===== src/rtl/fifo_ser_pkg.sv =====
// Shared encodings and frame constants for fifo_word_serializer.
// FIFO_SER_PARITY_EN adds an even-parity bit between the data bits and the stop bit.
package fifo_ser_pkg;

    localparam int DEFAULT_BIT_DIV = 4;
    localparam int DEFAULT_WIDTH   = 16;

    typedef enum logic [2:0] {
        ST_IDLE   = 3'd0,
        ST_REQ    = 3'd1,
        ST_WAIT   = 3'd2,
        ST_START  = 3'd3,
        ST_DATA   = 3'd4,
        ST_PARITY = 3'd5,
        ST_STOP   = 3'd6
    } state_t;

`ifdef FIFO_SER_PARITY_EN
    localparam int PARITY_BITS = 1;
`else
    localparam int PARITY_BITS = 0;
`endif

    // Start + stop, plus the optional parity bit.
    localparam int FRAME_OVERHEAD = 2 + PARITY_BITS;
    localparam int FRAME_BITS     = DEFAULT_WIDTH + FRAME_OVERHEAD;

    function automatic int frame_bits(input int width);
        return width + FRAME_OVERHEAD;
    endfunction

endpackage


===== src/rtl/fifo_word_serializer_bit_timer.sv =====
// Bit-period down-counter: tick is high in the last cycle of each BIT_DIV-cycle period.
module bit_timer
    import fifo_ser_pkg::*;
#(
    parameter int BIT_DIV = DEFAULT_BIT_DIV
) (
    input  logic clk,
    input  logic reset,
    input  logic restart,
    output logic tick
);

    logic [7:0] count;

    always_ff @(posedge clk) begin
        if (reset) begin
            count <= 8'd0;
        end else if (restart) begin
            count <= 8'(BIT_DIV - 1);
        end else if (count != 8'd0) begin
            count <= count - 8'd1;
        end
    end

    assign tick = (count == 8'd0);

endmodule


===== src/rtl/fifo_word_serializer.sv =====
// Pulls words from an upstream FIFO and sends them LSB first as start/data/stop frames.
// Define FIFO_SER_PARITY_EN to insert an even-parity bit before the stop bit.
module fifo_word_serializer
    import fifo_ser_pkg::*;
#(
    parameter int BIT_DIV = DEFAULT_BIT_DIV,
    parameter int WIDTH   = DEFAULT_WIDTH
) (
    input  logic             clk,
    input  logic             reset,
    input  logic             tx_enable,
    input  logic             fifo_empty,
    input  logic [WIDTH-1:0] fifo_dout,
    output logic             fifo_read,
    output logic             ser_out,
    output logic             busy,
    output logic             frame_done,
    output logic [7:0]       frame_count,
    output logic [2:0]       debug_state
);

    localparam int CW = $clog2(WIDTH + 1);

    state_t           state, next_state;
    logic             tick, restart;
    logic [WIDTH-1:0] shift_reg;
    logic [CW-1:0]    bit_cnt;
    logic             last_bit;

    assign last_bit    = (bit_cnt == CW'(WIDTH - 1));
    assign debug_state = state;

    // The timer reloads on every state entry and at each DATA bit boundary.
    assign restart = (next_state != state) || ((state == ST_DATA) && tick);

    bit_timer #(.BIT_DIV(BIT_DIV)) u_bit_timer (
        .clk     (clk),
        .reset   (reset),
        .restart (restart),
        .tick    (tick)
    );

    always_ff @(posedge clk) begin
        if (reset) begin
            state <= ST_IDLE;
        end else begin
            state <= next_state;
        end
    end

    always_comb begin
        next_state = state;
        case (state)
            ST_IDLE:  if (tx_enable && !fifo_empty) next_state = ST_REQ;
            ST_REQ:   next_state = ST_WAIT;
            ST_WAIT:  next_state = ST_START;
            ST_START: if (tick) next_state = ST_DATA;
`ifdef FIFO_SER_PARITY_EN
            ST_DATA:   if (tick && last_bit) next_state = ST_PARITY;
            ST_PARITY: if (tick) next_state = ST_STOP;
`else
            ST_DATA:  if (tick && last_bit) next_state = ST_STOP;
`endif
            ST_STOP:  if (tick) next_state = ST_IDLE;
            default:  next_state = ST_IDLE;
        endcase
    end

`ifdef FIFO_SER_PARITY_EN
    logic parity_bit;

    always_ff @(posedge clk) begin
        if (reset) begin
            parity_bit <= 1'b0;
        end else if (state == ST_WAIT) begin
            parity_bit <= ^fifo_dout;
        end
    end
`endif

    // FIFO handshake: fifo_read is high for the single REQ cycle; the FIFO samples it
    // on the following edge and presents the word on fifo_dout during WAIT.
    always_ff @(posedge clk) begin
        if (reset) begin
            shift_reg   <= '0;
            bit_cnt     <= '0;
            frame_count <= 8'd0;
        end else begin
            if (state == ST_WAIT) begin
                shift_reg <= fifo_dout;
                bit_cnt   <= '0;
            end else if ((state == ST_DATA) && tick) begin
                shift_reg <= shift_reg >> 1;
                bit_cnt   <= bit_cnt + CW'(1);
            end
            if ((state == ST_STOP) && tick) begin
                frame_count <= frame_count + 8'd1;
            end
        end
    end

    always_comb begin
        fifo_read  = 1'b0;
        busy       = 1'b1;
        ser_out    = 1'b1;
        frame_done = 1'b0;
        case (state)
            ST_IDLE:   busy = 1'b0;
            ST_REQ:    fifo_read = 1'b1;
            ST_START:  ser_out = 1'b0;
            ST_DATA:   ser_out = shift_reg[0];
`ifdef FIFO_SER_PARITY_EN
            ST_PARITY: ser_out = parity_bit;
`endif
            ST_STOP:   frame_done = tick;
            default:   ;
        endcase
    end

endmodule


===== config.mk =====
export PLATFORM = sky130hd
export DESIGN_NAME = fifo_word_serializer
export DESIGN_NICKNAME = d
export VERILOG_FILES = /design/src/rtl/fifo_ser_pkg.sv /design/src/rtl/fifo_word_serializer_bit_timer.sv /design/src/rtl/fifo_word_serializer.sv
export SDC_FILE = /design/constraint.sdc
export NUM_CORES = 1
export LEC_CHECK = 0
export CAP_MARGIN = 0
export CORE_AREA = 5 5 81 83
export DETAILED_ROUTE_END_ITERATION = 12
export DIE_AREA = 0 0 86 88
export SYNTH_ARGS = -nofsm -noshare
export SYNTH_HDL_FRONTEND = slang
export SYNTH_HIERARCHICAL = 1
export SYNTH_SLANG_ARGS = --single-unit

===== constraint.sdc =====
create_clock -name clk -period 2.4 [get_ports clk]
set_clock_uncertainty 0.05 [all_clocks]
set_input_delay 0.6 -clock clk [delete_from_list [all_inputs] [get_ports clk]]
set_output_delay 0.6 -clock clk [all_outputs]
set_load 0.01 [all_outputs]

======== Yosys cells after proc, flatten, opt, wreduce, memory -nomap -nowiden ========
Index checks and enable logic that the tools add are counted.
word-level totals
  input port bits ......................... 20
  output and inout bits ................... 15
  word-level logic and storage cells ...... 42
  register bits after elaboration ......... 40
operators by class
  reductions and logical operators ........ 13
  add/sub/neg operators ................... 3
  equality and inequality tests ........... 7
  multiplexer cells ....................... 13
operator list
  kind                                                                 number
  16-bit two-way mux                                                   2
  3-bit one-hot mux with 6 select lines                                1
  3-bit two-way mux                                                    4
  8-bit by 1-bit adder with 8-bit output (second input constant)       1
  8-bit logical NOT                                                    1
  8-bit nonzero test                                                   1
  8-bit by 1-bit subtractor with 8-bit output (second input constant)  1
  3-bit by 2-bit == test with 1-bit output (second input constant)     2
  3-bit == test (second input constant)                                2
  5-bit by 1-bit adder with 5-bit output (second input constant)       1
  5-bit by 4-bit == test with 1-bit output (second input constant)     1
  1-bit logical AND                                                    4
  2-bit two-way mux                                                    2
  2-bit nonzero test                                                   2
  2-bit OR reduction                                                   2
  3-bit by 1-bit == test with 1-bit output (second input constant)     1
  3-bit logical NOT                                                    1
  1-bit two-way mux                                                    3
  3-bit != test                                                        1
  1-bit one-hot mux with 2 select lines                                1
  1-bit logical NOT                                                    1
  1-bit logical OR                                                     1

======== Longest topological paths before layout ========
  word-level depth ........................ 7
  mapped depth ............................ 11
  mapped depth without buffers ............ 10

======== Cells and area by module ========
The synthesis kept the hierarchy.
by module, submodules not included
  module                area an instance (um^2)  sequential area each (um^2)  instances  cells each
  fifo_word_serializer  1,544.0                  640.6                        1          187
  bit_timer             372.9                    160.2                        1          42

======== Worst setup path before layout ========
Ideal clock, no wire load.
  path type ............................... register -> output
  start point ............................. register u_bit_timer.count[0]
  end point ............................... output port frame_done
  buffers on the path ..................... 2
  required time ........................... 1.750 ns
  path slack .............................. -0.225 ns
  data arrival time ....................... 1.975 ns
  stages on the path, launching flop included .. 10
  path through ............................ dfxtp_1 > inv_1 > ha_1 > or4b_1 > clkbuf_2 > or2_1 > inv_1 > nand4b_4 > buf_4 > inv_1
between the ends
  longest elaborated chain between the ends .. 2
ends and longest elaborated chain
  item                    RTL line                              text
  from (decl)             fifo_word_serializer_bit_timer.sv:13  logic [7:0] count;
  from (signal assigned)  fifo_word_serializer_bit_timer.sv:19  count <= 8'(BIT_DIV - 1);
  from (signal assigned)  fifo_word_serializer_bit_timer.sv:21  count <= count - 8'd1;
  8-bit logical NOT       fifo_word_serializer_bit_timer.sv:25  assign tick = (count == 8'd0);
  named net tick          fifo_word_serializer.sv:25            logic tick, restart;
  1-bit two-way mux       fifo_word_serializer.sv:107           case (state)
  to (decl)               fifo_word_serializer.sv:17            output logic frame_done,
The timed path passes the listed nets, and every way through them passes these cells.

======== Final worst setup path ========
Same ends and word-level chain as after synthesis.

==> report_table.html <==
<table>
<tr><th>Metric</th><th>Value</th></tr>
<tr><th colspan="2">Setup path</th></tr>
<tr><td>R2R Setup Slk</td><td>approximately 20 ps</td></tr>
<tr><td>Max FO, Critical Path</td><td>2</td></tr>
<tr><td>Setup crit start kind</td><td>register</td></tr>
<tr><td>WP data arrival</td><td>about 1900 ps</td></tr>
<tr><td>Count of cells along the worst register-to-register path</td><td>9</td></tr>
<tr><td>Category of the critical setup timing path</td><td>reg -&gt; out</td></tr>
<tr><td>CP endpoint kind</td><td>output port</td></tr>
<tr><td>WP data required</td><td>around 1800 ps</td></tr>
<tr><td>Reg2Reg Capture Point</td><td>frame_count[7]</td></tr>
<tr><td>Worst flop-to-flop path startpoint</td><td>u_bit_timer/count[0]</td></tr>
<tr><th colspan="2">Timing</th></tr>
<tr><td>Worst rel slew slack</td><td>65.28%</td></tr>
<tr><td>Final setup violation count</td><td>1</td></tr>
<tr><td>Total count of hold-check failures in the final report</td><td>0</td></tr>
<tr><td>Fraction of the cycle the final worst path needs</td><td>104.0%</td></tr>
<tr><td>Setup WS post-layout</td><td>-96.11 ps</td></tr>
<tr><td>Upper clock frequency limit</td><td>0.4006 GHz</td></tr>
<tr><td>Worst-case hold slack</td><td>roughly 430 ps</td></tr>
<tr><td>RSZ-0062 raised after global routing</td><td>yes</td></tr>
<tr><td>Slew at the pin with the worst max-slew slack</td><td>520.8 ps</td></tr>
<tr><td>Total negative slack for setup checks</td><td>-96.11 ps</td></tr>
<tr><td>Number of pins exceeding their max-slew limit in the final report</td><td>0</td></tr>
<tr><td>Final period demand of the worst path</td><td>2496 ps</td></tr>
<tr><th colspan="2">Logic synthesis</th></tr>
<tr><td>Proportion of synthesized flip-flops having asynchronous set or reset</td><td>0%</td></tr>
<tr><td>Cell area after synthesis</td><td>1917 um^2</td></tr>
<tr><td>Number of synthesized flops with an enable pin</td><td>0</td></tr>
<tr><td>Most instantiated flip-flop cell in the synthesis netlist</td><td>dfxtp_1</td></tr>
<tr><td>Post-Synthesis Net Count</td><td>roughly 250</td></tr>
<tr><td>Avg Cell Area, Syn</td><td>approximately 8.4 um^2</td></tr>
<tr><td>Register bit total from synthesis</td><td>40</td></tr>
<tr><td>Warning count from the yosys run</td><td>6</td></tr>
<tr><td>Count of mapped cells out of synthesis</td><td>229</td></tr>
<tr><td>Share of synthesized area occupied by flip-flops and latches</td><td>a little over two fifths</td></tr>
<tr><td>Cell variety after synth</td><td>between 40 and 50</td></tr>
<tr><th colspan="2">Clock network</th></tr>
<tr><td>Insertion delay of the later-clocked pin in the worst-skew pair</td><td>just under 300 ps</td></tr>
<tr><td>Clock root cell</td><td>clkbuf_8</td></tr>
<tr><td>Depth of the CTS H-tree</td><td>2</td></tr>
<tr><td>Largest buffer count on any clock path</td><td>2</td></tr>
<tr><td>Clock tree from TritonCTS</td><td>yes</td></tr>
<tr><td>Clock-pin slew of the registers on the worst-case setup and hold paths</td><td>approximately 70 ps</td></tr>
<tr><td># clock sinks</td><td>40</td></tr>
<tr><td>Number of clock buffers inserted by TritonCTS</td><td>5</td></tr>
<tr><th colspan="2">Place</th></tr>
<tr><td>Post-place instance area</td><td>around 2500 um^2</td></tr>
<tr><td>Buffers on Ports</td><td>34</td></tr>
<tr><td>Detailed-placement wirelength estimate</td><td>approximately 3100 um</td></tr>
<tr><td>Placed Cells</td><td>around 350</td></tr>
<tr><td>Global placer's final weighted congestion</td><td>~0.78</td></tr>
<tr><th colspan="2">GRT</th></tr>
<tr><td>Overall track demand over capacity in global routing</td><td>12.45%</td></tr>
<tr><td>Vias in the first global route</td><td>between 1500 and 2000</td></tr>
<tr><td>Overflow after GRT</td><td>0</td></tr>
<tr><td>Maximum number of pins on one net before global-route repair</td><td>20</td></tr>
<tr><td>Routing layer with the top usage in global route</td><td>met2</td></tr>
<tr><td>Met3 track demand over resource</td><td>under 10%</td></tr>
<tr><td>Wire length of the first global-routing pass</td><td>7610 um</td></tr>
<tr><td>Met1 Track Usage GR</td><td>15.40%</td></tr>
<tr><td>Met2 Usage GRT</td><td>between 20% and 30%</td></tr>
<tr><td>Antenna violations before repair</td><td>0</td></tr>
<tr><th colspan="2">Drt</th></tr>
<tr><td>Number of nets with antenna violations after routing</td><td>0</td></tr>
<tr><td>Wirelength, routed</td><td>4411 um</td></tr>
<tr><td>Post-detailed-route via-to-cell ratio</td><td>4.969</td></tr>
<tr><td>WL/cell</td><td>12.43 um</td></tr>
<tr><td>Initial DRC count</td><td>60</td></tr>
<tr><td>Pre-Repair DR Iteration Count</td><td>4</td></tr>
<tr><td>Via count</td><td>about 1800</td></tr>
<tr><td>DRC violation count after routing</td><td>0</td></tr>
<tr><th colspan="2">Run</th></tr>
<tr><td>Number of max-cap violations</td><td>0</td></tr>
<tr><th colspan="2">Floorplanning</th></tr>
<tr><td>Boundary Pins</td><td>35</td></tr>
<tr><td>Area of the placeable core</td><td>5781 um^2</td></tr>
<tr><td>Die boundary width</td><td>between 80 and 90 um</td></tr>
<tr><td>Die Outline Area</td><td>7568 um^2</td></tr>
<tr><td>Placement row count</td><td>28</td></tr>
<tr><td>Initial cell density of the core</td><td>roughly 33%</td></tr>
<tr><td>Vertical die dimension</td><td>a little under 90 um</td></tr>
<tr><th colspan="2">Cells and area</th></tr>
<tr><td>Utilization after layout</td><td>between 40% and 50%</td></tr>
<tr><td>Area of all placed cells without fillers</td><td>2656 um^2</td></tr>
<tr><td>Number of nets at the end of the flow</td><td>approximately 300</td></tr>
<tr><td>Max reg flops</td><td>16</td></tr>
<tr><td>Post-layout instance count excluding filler cells</td><td>355</td></tr>
<tr><td>Final antenna diode count</td><td>0</td></tr>
<tr><td>Area added between synthesis and finish</td><td>38.58%</td></tr>
<tr><td>Fraction of final layout cells sized beyond drive strength 1</td><td>20.71%</td></tr>
<tr><th colspan="2">Outcome</th></tr>
<tr><td>Outcome</td><td>finished, violations left</td></tr>
<tr><td>Failing checks</td><td>negative setup slack</td></tr>
<tr><th colspan="2">Power and ir drop</th></tr>
<tr><td>Power per cell area</td><td>a little under 700 nW/um^2</td></tr>
<tr><td>Static power due to leakage</td><td>~0.00099 uW</td></tr>
<tr><td>Largest vdd supply drop</td><td>between 0.0004 and 0.0005 V</td></tr>
<tr><th colspan="2">Min path</th></tr>
<tr><td>Start point of the worst min-delay path</td><td>bit_cnt[1]</td></tr>
<tr><td>Min-Delay Endpoint</td><td>bit_cnt[1]</td></tr>
<tr><td>Path category of the worst min-delay check</td><td>reg -&gt; reg</td></tr>
<tr><td>Depth of the worst hold-timing path</td><td>2</td></tr>
</table>
[metal layers]
layer / up-vias / routed length, um / part of all wire, %
met3: 5 / 260 / 5.9
met5: - / 0 / 0
met1: 815 / 2108 / 48
met2: 30 / 1985 / 45
met4: 0 / 57 / 1.3
li1: 914 / - / -
[per-stage QoR]
step / total power [uW] / setup WS (ps)
finish: 1796 / -96.11
global route: 1916 / -162.0
CTS: 1786 / -155.3
detailed placement: 1303 / -228.6
global placement: 1297 / -194.8
floorplan: 1069 / -18.13
[power breakdown]
group | internal (uW) | total, uW | switching, uW
Combinational | 296 | 559 | 263
Clock | 234 | 470 | 237
Sequential | 729 | 767 | 37.6
[cell usage in the layout, fill, tap and decap left out, drive strengths merged, types with 2 or more instances in the layout]
master / n
a211oi: 3
a21oi: 15
a311oi: 17
buf: 25
clkbuf: 8
clkdlybuf4s50: 33
dfxtp: 40
ha: 4
inv: 10
mux2i: 3
nand2: 37
nand2b: 3
nand3: 6
nand3b: 2
nor2: 26
nor2b: 3
nor3: 2
nor4: 4
o21ai: 8
o31ai: 4
or3: 7
or4: 3
or4b: 2
xnor2: 2
[Yosys cell counts, drive strengths merged (2+ instances only)]
master	instances	area (um^2)
or4	3	23.77
or4b	2	20.02
a311oi	17	148.9
a211oi	3	22.52
a21oi	15	75.07
nand3	6	30.03
o21ai	8	40.04
clkbuf	8	31.28
nor3	2	10.01
inv	10	37.54
nor2b	3	18.77
nand2	37	138.9
nand2b	3	18.77
nand3b	2	15.01
dfxtp	40	800.8
or3	7	43.79
ha	4	50.05
buf	8	65.05
mux2i	3	30.03
nor4	4	25.02
o31ai	4	30.03
nor2	26	97.59
xnor2	2	17.52
[worst max-delay path by stage]
stage / cells past startpoint / start / slack, ps / to
after global routing: 8 / u_bit_timer/count[1] / -160 / frame_done
after floorplan: 9 / u_bit_timer/count[1] / -20 / frame_done
after CTS: 8 / u_bit_timer/count[0] / -160 / frame_done
after detailed placement: 8 / u_bit_timer/count[0] / -230 / frame_done
final: 8 / u_bit_timer/count[0] / -100 / frame_done
after global placement: 8 / u_bit_timer/count[1] / -190 / frame_done
[critical path, cell delays in order, from the launching register on]
cell and delay [ps]:
dfxtp_2 330, inv_2 60, ha_4 120, or4b_4 450
or2_4 260, inv_4 70, nand4b_4 110, inv_4 70
buf_6 90
[cells by family (layout without fill, tap and decap cells)]
family                   Yosys count  after routing  share of synthesized area [%]
AND/OR/NAND/NOR                  102            102                          27.28
AO/OA/AOI/OAI                     50             50                          17.82
flip-flops                        40             40                          41.78
buffers and inverters             26             77                          6.984
adder cells (fa/ha/maj)            4              4                          2.611
multiplexers                       4              4                          2.154
XOR/XNOR                           3              3                          1.371
[timing repair]
item,CTS,global route
setup buffers,0,1
pin swaps,1,5
hold buffers,0,0
cloned,0,1
endpoints found under the setup margin,2,23
resized for setup,7,14
[area by class of cell]
| cell class | count | area [um^2] |
|---|---|---|
| fill | 578 | 3124 |
| timing repair buffer | 59 | 559.3 |
| clock inverter | 1 | 7.507 |
| clock buffer | 7 | 86.33 |
| inverter | 10 | 42.54 |
| sequential | 40 | 805.8 |
| tap | 75 | 93.84 |
| multi-input combinational | 163 | 1061 |
(Power assumes the default switching activity.)
==> RTL edit 1: new RTL, config.mk and constraints unchanged <==
Put one more register stage on the output `frame_count`, with the module's reset. The value now appears one clock later. The other outputs are not delayed to match.
--- a/src/rtl/fifo_word_serializer.sv
+++ b/src/rtl/fifo_word_serializer.sv
@@ -20,6 +20,8 @@
 );
 
     localparam int CW = $clog2(WIDTH + 1);
+
+    logic [7:0] frame_count_s0;
 
     state_t           state, next_state;
     logic             tick, restart;
@@ -84,7 +86,7 @@
         if (reset) begin
             shift_reg   <= '0;
             bit_cnt     <= '0;
-            frame_count <= 8'd0;
+            frame_count_s0 <= 8'd0;
         end else begin
             if (state == ST_WAIT) begin
                 shift_reg <= fifo_dout;
@@ -94,7 +96,7 @@
                 bit_cnt   <= bit_cnt + CW'(1);
             end
             if ((state == ST_STOP) && tick) begin
-                frame_count <= frame_count + 8'd1;
+                frame_count_s0 <= frame_count_s0 + 8'd1;
             end
         end
     end
@@ -117,5 +119,13 @@
         endcase
     end
 
+    always_ff @(posedge clk) begin
+        if (reset) begin
+            frame_count <= '0;
+        end else begin
+            frame_count <= frame_count_s0;
+        end
+    end
+
 endmodule
 
Formal check against the unedited RTL: same outputs for any inputs over 10 cycles, from zero or initial values and one cycle with reset high; that may be too few to reach the edited logic, so the function may still have changed.
==> RTL edit 1 against the original RTL <==
- the flow still finishes with violations (negative setup slack)
- critical path type unchanged
- sequential share of layout area up 3.6 points
- wire length down 0.36%
- power up 14%
- synthesized cell count up 7.4%
- sequential cell count up 8
- highest routed layer unchanged
- final area up 7.1%
- worst setup slack worse by 19 ps
- area after synthesis up 10%
- count of clock-buffer cells in the layout down 2
- first-iteration DRC count down 6.7%
- clock power up 24%
- die area unchanged
- sequential power up 18%
==> RTL edit 1: results (changes against the original RTL) <==
[synth]
synthTopCellsByCount=48 x dfxtp_1, 36 x nand2_1, 29 x nor2_1, 16 x a311oi_1, 13 x a21oi_1
synth_cell_type_count=39  ; -4.9%
ys_seq_area_frac=0.454  ; +0.0364
synthMuxAreaShare=0.0302  ; +0.00862
syn-num-nets=270  ; +6.7%

[global_route]
grt_pass1_wl_mm=7.40  ; -2.8%
grt_max_degree=32  ; +60%
track_usage=0.119  ; -0.00578
grt_pass1_vias=1684  ; -1.5%

[pwr]
p_leak_nw=1.08  ; +9.0%
irDropWorstVdd_uv=344  ; -23%

[placed_design]
place_congestion=0.772  ; -1.3%
dp_hpwl_mm=3.05  ; -2.1%
dp_worst_setup_slack_ps=-279  ; -50.2 ps

[cells_and_area]
fill_cells=579  ; +0.17%
final_nets=318  ; +5.0%

[timing]
tightest_slew_ps=474  ; -47.0 ps
layout_setup_ws_ps=-116  ; -19.4 ps
setup_viol=2  ; +1

[status]
violations=negative setup slack
status=finished, violations left

[route]
vias_per_cell=4.98  ; +0.19%
postRouteWirelength_mm=4.40  ; -0.36%
drtIter0Drc=56  ; -6.7%

[clock_tree]
clk_latency_ps=300

[critical_path]
worstPathArrival_ps=1870  ; +20 ps

[hold_path]
min_path_type=register to register

RTL edit 1: cell count changes after synthesis, moves of 2 or more:
cell / change
a21oi_1: -2
o31ai_1: -2
mux2_2: +3
nor3_1: +2
clkbuf_1: +2
or4_1: -2
nor2_1: +3
dfxtp_1: +8
nor2b_1: +7
RTL edit 1: where the power goes:
part | internal, mW | switching [mW] | leakage [nW]
registers | 0.862 | 0.0421 | 0.391
clock network | 0.309 | 0.275 | 0.0541
logic | 0.295 | 0.260 | 0.637
total | 1.47 | 0.576 | 1.08
RTL edit 1: cell type report:
class                           instances  area (um2)  share of cell area
Tap cell                               75        93.8              0.0330
Clock inverter                          3        42.5              0.0150
Inverter                               11        46.3              0.0163
Timing Repair Buffer                   58         538               0.189
Multi-Input combinational cell        170        1090               0.383
Sequential cell                        48         966               0.339
Clock buffer                            5        68.8              0.0242
RTL edit 1: stage by stage:
stage          total power, mW   util  hold slack (ps)  instances  instance area [um2]
3_5_place_dp              1.42  0.458              413        359                 2650
3_3_place_gp              1.42  0.458              404        359                 2650
6_report                  2.04  0.492              424        370                 2850
4_1_cts                   2.05  0.483              426        369                 2790
2_1_floorplan             1.21      -              390        246                 2140
5_1_grt                   2.16  0.492              445        370                 2850
RTL edit 1: worst max-delay path, cell delays in order, from the launching register on:
cell	delay [ps]
dfxtp_2	330
inv_2	60
ha_4	120
or4b_4	450
or2_4	260
inv_4	70
nand4b_4	110
inv_4	70
buf_6	90
RTL edit 1: final timing paths:
path,start,to,slack (ps),cells after the start
min,shift_reg[15],shift_reg[15],420,2
min reg2reg,shift_reg[15],shift_reg[15],420,2
max reg2reg,u_bit_timer/count[0],frame_count_s0[7],-20,9
max,u_bit_timer/count[0],frame_done,-120,8
RTL edit 1: kinds of logic (layout without fill, tap and decap cells):
group / count (synthesis) / count (layout)
AOI/OAI and AO/OA: 46 / 46
xor gates and xnor gates: 3 / 3
adders and majority gates: 4 / 4
buffers and inverters: 28 / 77
DFF: 48 / 48
muxes: 6 / 6
and+or+nand+nor: 111 / 111
RTL edit 1: routing by layer:
metal / part of all wire / track usage / vias to the layer above
met4: 0.0091 / 0.0345 / 0
met5: 0 / 0 / -
met2: 0.49 / 0.209 / 23
li1: - / - / 954
met3: 0.030 / 0.0226 / 4
met1: 0.47 / 0.148 / 861
RTL edit 1: timing repair:
action,4_1_cts,5_1_grt
pin swaps,2,3
buffers inserted,2,1
gates resized for setup,10,9
setup endpoints to repair,4,26
==> RTL edit 2: new RTL, config.mk and constraints unchanged <==
Without the edit above. Set the package constant `DEFAULT_WIDTH` to 32 (it was 16).
--- a/src/rtl/fifo_ser_pkg.sv
+++ b/src/rtl/fifo_ser_pkg.sv
@@ -3,7 +3,7 @@
 package fifo_ser_pkg;
 
     localparam int DEFAULT_BIT_DIV = 4;
-    localparam int DEFAULT_WIDTH   = 16;
+    localparam int DEFAULT_WIDTH   = 32;
 
     typedef enum logic [2:0] {
         ST_IDLE   = 3'd0,
Interface: changed (resized fifo_dout); port bits go from 35 to 51. The function was not compared with the original's and may differ.
==> RTL edit 2 against the original RTL <==
- the flow still finishes with violations (negative setup slack)
- area after synthesis rose by 37%
- wire length rose by 51%
- worst setup slack got worse by 120 ps
- final area rose by 41%
- sequential cell count rose by 17
- sequential power rose by 54%
- power rose by 67%
- count of clock-buffer cells in the layout rose by 6
==> RTL edit 2: results (changes against the original RTL) <==
[cells_and_area]
final_nets=438  ; +45%
drive_gt1_frac=0.209  ; +0.00233
area.sequential_mm2=0.00114  ; +42%
largest_reg_flops=32  ; +16

[placed_design]
dp_hpwl_mm=4.07  ; +31%
portBuffers=50  ; +47%
dp_worst_setup_slack_ps=-330  ; -101 ps
post_dp_cell_area_mm2=0.00332  ; +35%
placed_cells=454  ; +32%
place_congestion=0.731  ; -6.6%

[synth]
synthAdderAreaFrac=0.0143  ; -0.0118
synth_cell_type_count=44  ; +7.3%
synth_area_per_cell_um2=8.01  ; -4.3%
ys_seq_area_frac=0.434  ; +0.0165
synth-xor-area-share=0.0100  ; -0.00371
synthTopCellsByCount=70 x nand2_1, 57 x dfxtp_1, 42 x nor2_1, 32 x a311oi_1, 18 x a21oi_1
synthTopCellsByArea=dfxtp_1 43%, a311oi_1 11%, nand2_1 10%, nor2_1 6.0%, a21oi_1 3.4%
synthMuxAreaShare=0.0157  ; -0.00583
syn-num-nets=367  ; +45%

[timing]
setup_viol=12  ; +11
layout_setup_ws_ps=-219  ; -123 ps
whs_ps=423  ; -8.10 ps
tns_ps=-575  ; -479 ps

[hold_path]
hp-start=shift_reg[9]
holdPathEnd=shift_reg[8]

[clock_tree]
htreeDepth=3  ; +1
cts_buffers=9  ; +4
clk_latency_ps=330  ; +40 ps

[critical_path]
r2r_slack_ps=-90  ; -110 ps
worstPathArrival_ps=1970  ; +120 ps

[route]
avgRoutedWirePerCell_um=13.9  ; +12%
drt_pass1_iterations=5  ; +1
vias_per_cell=5.37  ; +8.1%
drtIter0Drc=94  ; +57%

[global_route]
grt_max_degree=39  ; +95%
grt_pass1_vias=2343  ; +37%
track_usage=0.174  ; +0.0496

[pwr]
p_leak_nw=1.35  ; +36%
sw_frac_of_total=0.306  ; +0.00607
irDropWorstVdd_uv=433  ; -3.2%
p_seq_frac=0.393  ; -0.034

[status]
violations=negative setup slack
status=finished, violations left

## RTL edit 2: cell types whose count changed after synthesis, moves of 5 or more
cell / change
nor2_1: +16
dfxtp_1: +17
a311oi_1: +15
buf_2: +5
clkbuf_1: +7
nand2_1: +33
## RTL edit 2: per-layer routing
metal,track usage,up-vias,routed length (um)
met5,0,-,0
met4,0.0647,0,54
met3,0.0593,8,368
met2,0.294,59,3280
met1,0.205,1193,2930
li1,-,1296,-
## RTL edit 2: layout make-up
class / instances / share of cell area
inverters: 13 / 0.0137
flip-flops and latches: 57 / 0.306
clock buffers: 13 / 0.0451
repair buffers: 85 / 0.222
multi-input cells: 233 / 0.388
well taps: 75 / 0.0251
## RTL edit 2: repair_timing
item / CTS / global route
resized for setup: 14 / 19
setup endpoints to repair: 6 / 46
cloned: 2 / 1
buffers inserted: 2 / 4
pin swaps: 5 / 17
